### config.mk
export PLATFORM = sky130hd
export DESIGN_NAME = uart_rx_sampler_mv_flat
export DESIGN_NICKNAME = d
export VERILOG_FILES = /design/src/rtl/uart_rx_sampler_mv_if.sv /design/src/rtl/uart_rx_sampler_mv.sv /design/src/flat_wrapper.sv
export SDC_FILE = /design/constraint.sdc
export NUM_CORES = 1
export LEC_CHECK = 0
export CORE_MARGIN = 4
export CORE_UTILIZATION = 54
export DETAILED_ROUTE_END_ITERATION = 6
export PLACE_DENSITY = 0.8
export SYNTH_ARGS = -nofsm -noshare
export SYNTH_HDL_FRONTEND = slang
export SYNTH_SLANG_ARGS = --single-unit
### constraint.sdc
create_clock -name CLK -period 1.6 [get_ports CLK]
set_input_delay 0.32 -clock CLK [delete_from_list [all_inputs] [get_ports CLK]]
set_output_delay 0.32 -clock CLK [all_outputs]
set_load 0.02 [all_outputs]
### src/rtl/uart_rx_sampler_mv_if.sv
// Bus between the RX FSM side and the oversampling bit sampler.
// The FSM (master) drives the line, the bit-timing inputs and the enables.
// The sampler (slave) returns the synchronised line and the voted bit.
interface uart_rx_sampler_mv_if #(
  parameter int PRESCALE_W = 6
);
  logic                  RX_IN;
  logic [PRESCALE_W-1:0] prescale;
  logic                  dat_samp_en;
  logic                  vote_en;
  logic [PRESCALE_W-1:0] edge_count;
  logic                  rx_sync;
  logic                  sampled_bit;
  logic                  sample_valid;
  logic                  noise_err;
  logic                  cfg_err;

  modport master (
    output RX_IN, prescale, dat_samp_en, vote_en, edge_count,
    input  rx_sync, sampled_bit, sample_valid, noise_err, cfg_err
  );

  modport slave (
    input  RX_IN, prescale, dat_samp_en, vote_en, edge_count,
    output rx_sync, sampled_bit, sample_valid, noise_err, cfg_err
  );
endinterface

### src/rtl/uart_rx_sampler_mv.sv
// UART RX oversampling bit sampler.
// Synchronises the RX line, captures NUM_SAMPLES oversamples centred on the
// bit midpoint (as indexed by the FSM's edge_count) and issues a
// majority-voted bit with a one-cycle valid strobe, a noise flag and a
// configuration-error flag.
module uart_rx_sampler_mv #(
  parameter int NUM_SAMPLES = 3,
  parameter int PRESCALE_W  = 6,
  parameter int SYNC_STAGES = 2
) (
  input  logic                 CLK,
  input  logic                 RST,
  uart_rx_sampler_mv_if.slave  bus
);

  // All bit-timing arithmetic is done one bit wider than prescale so that
  // C+H+1 cannot wrap for large prescale values.
  localparam int                  W1   = PRESCALE_W + 1;
  localparam int                  HI   = (NUM_SAMPLES - 1) / 2;
  localparam logic [W1-1:0]       H    = W1'(HI);
  localparam logic [3:0]          H4   = 4'(HI);

  logic [W1-1:0]          w_ps_ext;
  logic [W1-1:0]          w_ec_ext;
  logic [W1-1:0]          w_c;
  logic [W1-1:0]          w_v;
  logic [W1-1:0]          w_base;
  logic                   w_legal;
  logic                   w_go;
  logic                   w_vote_hit;
  logic [NUM_SAMPLES-1:0] w_cap_hit;
  logic [3:0]             w_ones;
  logic                   w_maj;
  logic                   w_all_eq;
  logic                   w_rx_sync;

  logic [NUM_SAMPLES-1:0] r_cap;
  logic                   r_bit;
  logic                   r_valid;
  logic                   r_noise;
  logic                   r_cfg;

  // Line synchroniser; resets to the idle (mark) level.
  generate
    if (SYNC_STAGES == 0) begin : g_sync_bypass
      assign w_rx_sync = bus.RX_IN;
    end else begin : g_sync
      logic [SYNC_STAGES-1:0] r_sync;

      // Shift RX_IN through SYNC_STAGES flops.
      always_ff @(posedge CLK or posedge RST) begin
        if (RST) begin
          r_sync <= '1;
        end else begin
          r_sync[0] <= bus.RX_IN;
          for (int i = 1; i < SYNC_STAGES; i++) begin
            r_sync[i] <= r_sync[i-1];
          end
        end
      end

      assign w_rx_sync = r_sync[SYNC_STAGES-1];
    end
  endgenerate

  assign w_ps_ext = {1'b0, bus.prescale};
  assign w_ec_ext = {1'b0, bus.edge_count};
  assign w_c      = w_ps_ext >> 1;
  assign w_v      = w_c + H + W1'(1);
  assign w_base   = w_c - H;

  // The vote point must fall inside the bit (V <= prescale-1) and the first
  // capture must not precede edge 0.
  assign w_legal    = (w_c >= H) && (w_v < w_ps_ext);
  assign w_go       = bus.dat_samp_en && w_legal;
  assign w_vote_hit = (w_ec_ext == w_v);

  // Decode which capture slot (if any) the current edge_count selects.
  always_comb begin
    w_cap_hit = '0;
    for (int k = 0; k < NUM_SAMPLES; k++) begin
      w_cap_hit[k] = (w_ec_ext == (w_base + W1'(k)));
    end
  end

  // Majority and agreement over the captured samples.
  always_comb begin
    w_ones = '0;
    for (int k = 0; k < NUM_SAMPLES; k++) begin
      w_ones = w_ones + 4'(r_cap[k]);
    end
    w_maj    = (w_ones > H4);
    w_all_eq = (r_cap == '0) || (r_cap == '1);
  end

  // Capture register: loaded by index match, cleared whenever sampling is off.
  always_ff @(posedge CLK or posedge RST) begin
    if (RST) begin
      r_cap <= '0;
    end else if (!bus.dat_samp_en) begin
      r_cap <= '0;
    end else if (w_legal) begin
      for (int k = 0; k < NUM_SAMPLES; k++) begin
        if (w_cap_hit[k]) begin
          r_cap[k] <= w_rx_sync;
        end
      end
    end
  end

  // Output registers: vote at V, one-cycle valid, noise and config flags.
  always_ff @(posedge CLK or posedge RST) begin
    if (RST) begin
      r_bit   <= 1'b0;
      r_valid <= 1'b0;
      r_noise <= 1'b0;
      r_cfg   <= 1'b0;
    end else begin
      r_cfg   <= !w_legal;
      r_valid <= w_go && w_vote_hit;
      if (!bus.dat_samp_en) begin
        r_noise <= 1'b0;
      end else if (w_go && w_vote_hit) begin
        r_bit   <= bus.vote_en ? w_maj : r_cap[HI];
        r_noise <= bus.vote_en && !w_all_eq;
      end
    end
  end

  assign bus.rx_sync      = w_rx_sync;
  assign bus.sampled_bit  = r_bit;
  assign bus.sample_valid = r_valid;
  assign bus.noise_err    = r_noise;
  assign bus.cfg_err      = r_cfg;

endmodule
### src/flat_wrapper.sv
// flat-port wrapper written by rule: the top's interface ports become plain ports
module uart_rx_sampler_mv_flat 
#(
  parameter int NUM_SAMPLES = 3,
  parameter int PRESCALE_W  = 6,
  parameter int SYNC_STAGES = 2
)
  (CLK, RST, bus_RX_IN, bus_prescale, bus_dat_samp_en, bus_vote_en, bus_edge_count, bus_rx_sync, bus_sampled_bit, bus_sample_valid, bus_noise_err, bus_cfg_err);
  uart_rx_sampler_mv_if #(.PRESCALE_W(PRESCALE_W)) bus_i ();
  input  logic CLK;
  input  logic RST;
  input wire logic [$bits(bus_i.RX_IN)-1:0] bus_RX_IN;
  input wire logic [$bits(bus_i.prescale)-1:0] bus_prescale;
  input wire logic [$bits(bus_i.dat_samp_en)-1:0] bus_dat_samp_en;
  input wire logic [$bits(bus_i.vote_en)-1:0] bus_vote_en;
  input wire logic [$bits(bus_i.edge_count)-1:0] bus_edge_count;
  output wire logic [$bits(bus_i.rx_sync)-1:0] bus_rx_sync;
  output wire logic [$bits(bus_i.sampled_bit)-1:0] bus_sampled_bit;
  output wire logic [$bits(bus_i.sample_valid)-1:0] bus_sample_valid;
  output wire logic [$bits(bus_i.noise_err)-1:0] bus_noise_err;
  output wire logic [$bits(bus_i.cfg_err)-1:0] bus_cfg_err;
  assign bus_i.RX_IN = bus_RX_IN;
  assign bus_i.prescale = bus_prescale;
  assign bus_i.dat_samp_en = bus_dat_samp_en;
  assign bus_i.vote_en = bus_vote_en;
  assign bus_i.edge_count = bus_edge_count;
  assign bus_rx_sync = bus_i.rx_sync;
  assign bus_sampled_bit = bus_i.sampled_bit;
  assign bus_sample_valid = bus_i.sample_valid;
  assign bus_noise_err = bus_i.noise_err;
  assign bus_cfg_err = bus_i.cfg_err;
  uart_rx_sampler_mv #(.NUM_SAMPLES(NUM_SAMPLES), .PRESCALE_W(PRESCALE_W), .SYNC_STAGES(SYNC_STAGES)) u_core (.CLK(CLK), .RST(RST), .bus(bus_i));
endmodule
==> impl_table.tex, run 1 <==
\begin{tabular}{lr}
\hline
Metric & Value \\
\hline
\multicolumn{2}{l}{\textbf{Status}} \\
Status & finished with violations \\
Failing checks & negative setup slack \\
\multicolumn{2}{l}{\textbf{Yosys}} \\
Dominant synthesized flop cell & dfrtp\_1 \\
Yosys warning count & 0 \\
Async SR Flop Fraction & 100\% \\
Post-synthesis sequential element count & 9 \\
Gate count after technology mapping & 166 \\
Dominant cell type by area after synthesis & dfrtp\_1 \\
Post-synthesis cell area & 0.00142 mm2 \\
Synthesized net count & 195 \\
Fraction of the yosys area taken by sequential cells & 16.0\% \\
Average cell area after synthesis & 8.57 um2 \\
Netlist cell types & 57 \\
EDFF count, synth & 0 \\
Area share of the largest cell type after synthesis & 12.3\% \\
Top cells by area in the synthesized netlist & dfrtp\_1 12\%, ha\_1 11\%, xor2\_1 7.4\%, mux2i\_1 5.6\%, xnor2\_1 5.5\% \\
\multicolumn{2}{l}{\textbf{Placed design}} \\
Placed instance area & 0.00201 mm2 \\
Global placer's final weighted congestion & 0.957 \\
Count of input and output buffers & 21 \\
Detailed placer's ending HPWL & 3.42 mm \\
\multicolumn{2}{l}{\textbf{Cells and area}} \\
Post-route standard cell area excluding fillers & 0.00226 mm2 \\
Area Overhead vs Synth & 59.2\% \\
Antenna Diode Count & 0 \\
Most common cell after layout, fill and taps aside & buf\_4 \\
Final net count & 270 \\
Share of post-route cells with drive strength above 1 & 44.6\% \\
Top library cells by usage in the layout, fill and taps aside & 52 x buf\_4, 15 x nand2\_1, 14 x clkdlybuf4s50\_1, 11 x xor2\_1 \\
\multicolumn{2}{l}{\textbf{Setup path}} \\
Arrival time worst endpoint & 2.99 ns \\
Critical path required time & 1.79 ns \\
Critical path type & in2reg \\
Startpoint Class & input pin \\
Kind of capture point of the worst setup path & flop \\
Peak fanout along the critical path & 3 \\
\multicolumn{2}{l}{\textbf{Die}} \\
Overall die width & 59.3 um \\
Die H & 59.3 um \\
Starting Density & 56.9\% \\
Row Count & 18 \\
Floorplan die area & 0.00352 mm2 \\
Core region area & 0.00250 mm2 \\
Number of I/O pins & 22 \\
\multicolumn{2}{l}{\textbf{Timing}} \\
Slew headroom & 58.4\% \\
Slew of the pin with the lowest slew margin & 0.619 ns \\
RSZ-0062 raised after global routing & true \\
Pins over their slew limit & 0 \\
Minimum clock period & 2.80 ns \\
Fmax & 357 MHz \\
Fin worst setup slack & -1.20 ns \\
Final worst hold slack & 0.339 ns \\
Final critical-path share of the clock period & 175\% \\
Count of final hold-check violations & 0 \\
Number of setup violations in the final report & 7 \\
Post-route clock skew & 0.00634 ns \\
\multicolumn{2}{l}{\textbf{Hold path}} \\
Classification of the worst-slack hold path & in2async \\
\multicolumn{2}{l}{\textbf{Global routing}} \\
GRT overflow & 0 \\
Vias in the first global route & 1818 \\
Total GRT Usage & 36.8\% \\
Pin count of the biggest net entering global routing & 14 \\
Global-route wire length before repair & 9.46 mm \\
Initial antenna violation count & 0 \\
\multicolumn{2}{l}{\textbf{Clocking}} \\
Clock Root Buffer & clkbuf\_4 \\
Clock buffer count from CTS & 3 \\
TritonCTS clock tree & built \\
Maximum level of the CTS H-tree & 1 \\
Clock-pin slew of the registers on the worst-case setup and hold paths & 0.07 ns \\
Clk Latency, worst-skew pair & 0.27 ns \\
Number of sinks on the clock net & 9 \\
Number of buffers on the longest clock path & 2 \\
\multicolumn{2}{l}{\textbf{Route}} \\
Via count of the routed design & 1837 \\
Post-route ant nets & 0 \\
Met1 wire length & 2.40 mm \\
Uppermost routed layer & met4 \\
WL met2 & 3.24 mm \\
Detailed-route vias per instance & 6.80 \\
Starting DRT DRC Count & 259 \\
Residual DRC & 0 \\
DR pass1 iterations & 5 \\
Total detailed-routing wirelength & 6.82 mm \\
DR WL met3 & 632 um \\
Average wire per cell in the routed design & 25.3 um \\
\multicolumn{2}{l}{\textbf{Pwr}} \\
Power Dens Cells & 534 mW/mm2 \\
Peak supply drop & 0.794 mV \\
Static leakage & 0.00103 uW \\
Total power after layout & 1210 uW \\
\multicolumn{2}{l}{\textbf{Job}} \\
Max-cap viol count & 0 \\
\hline
\end{tabular}
state kept, by name, summed over array words and instances, names as in the netlist:
name / cells
u_core.bus.cfg_err: 1
u_core.bus.noise_err: 1
u_core.bus.sample_valid: 1
u_core.bus.sampled_bit: 1
u_core.g_sync.r_sync: 2
u_core.r_cap: 3
cell type report:
type                       count  area, um2
clock buffer                   4       26.3
inverter                      13       58.8
multi-input combinational    132       1210
tap                           30       37.5
timing repair buffer          82        706
fill                          98        235
sequential                     9        228
power by group:
| part | leakage (uW) | internal [uW] | total [uW] | switching [uW] |
|---|---|---|---|---|
| clock network | 0.0000150 | 96.7 | 193 | 95.9 |
| logic | 0.000894 | 369 | 766 | 397 |
| registers | 0.000117 | 241 | 250 | 9.00 |
| total | 0.00103 | 707 | 1210 | 502 |
what timing repair did:
item	4_1_cts	5_1_grt
hold buffers	0	0
setup endpoints to repair	8	9
pin swaps	9	3
buffers inserted	7	5
resized for setup	38	16
stage by stage:
stage               setup slack [ns]  setup TNS (ns)  utilization (%)  instances
floorplan                     -0.992           -5.01                -        166
global placement               -1.52           -9.47             80.4        256
detailed placement             -1.69          -10.40             80.4        256
CTS                           -0.948           -5.78             87.8        267
global route                   -1.23           -7.52             90.6        270
finish                         -1.20           -7.40             90.6        270
critical path, cell delays in order:
cell	delay, ns
buf_8	0.10
ha_4	0.17
xor2_4	0.20
a31oi_2	0.25
xnor2_2	0.15
ha_1	0.27
o21a_1	0.14
o211ai_1	0.29
o21ai_2	0.15
buf_4	0.16
a221o_2	0.32
nor4_4	0.21
mux2i_1	0.26
routing by layer:
metal  vias up  GRT usage, %
met5         -             0
met4         0          21.0
met3        60          4.14
met2       181          65.2
met1       854          42.1
li1        742             -
cells by family (layout without fill, tap and decap cells):
| group | Yosys count | in the layout | synth area share [%] |
|---|---|---|---|
| compound gates | 36 | 36 | 21.0 |
| xor+xnor | 21 | 21 | 12.9 |
| fa+ha+maj | 12 | 12 | 10.6 |
| buf+inv | 25 | 99 | 10.5 |
| flops | 9 | 9 | 16.0 |
| mux | 10 | 10 | 7.21 |
| simple gates | 53 | 53 | 21.8 |
Yosys cell counts (3+ instances only):
| master | count |
|---|---|
| a21oi_1 | 5 |
| xnor2_1 | 9 |
| nor3_1 | 5 |
| nor2_1 | 7 |
| xor2_1 | 12 |
| nand2_1 | 15 |
| o21ai_0 | 5 |
| ha_1 | 12 |
| dfrtp_1 | 7 |
| mux2i_1 | 8 |
| a31oi_1 | 5 |
| inv_1 | 12 |
| clkbuf_8 | 3 |
| or2_2 | 3 |
final timing paths:
| check | start | to | slack, ns | cells past startpoint |
|---|---|---|---|---|
| max | bus_prescale[1] | u_core.r_cap[1] | -1.20 | 13 |
| min | RST | u_core.r_cap[2] | 0.34 | 2 |
| max reg2reg | u_core.r_cap[1] | u_core.bus.sampled_bit | 0.11 | 5 |
| min reg2reg | u_core.g_sync.r_sync[0] | u_core.g_sync.r_sync[1] | 0.37 | 0 |
| max in group asynchronous | RST | u_core.g_sync.r_sync[0] | 0.95 | 2 |
| min in group CLK | u_core.g_sync.r_sync[0] | u_core.g_sync.r_sync[1] | 0.37 | 0 |
(Power assumes the default switching activity.)
==> run 2: changes to the inputs <==
- CTS_CLUSTER_DIAMETER: unset -> 100
==> results of run 2 <==
Final layout, timing and power as in run 1 (identical DEF).
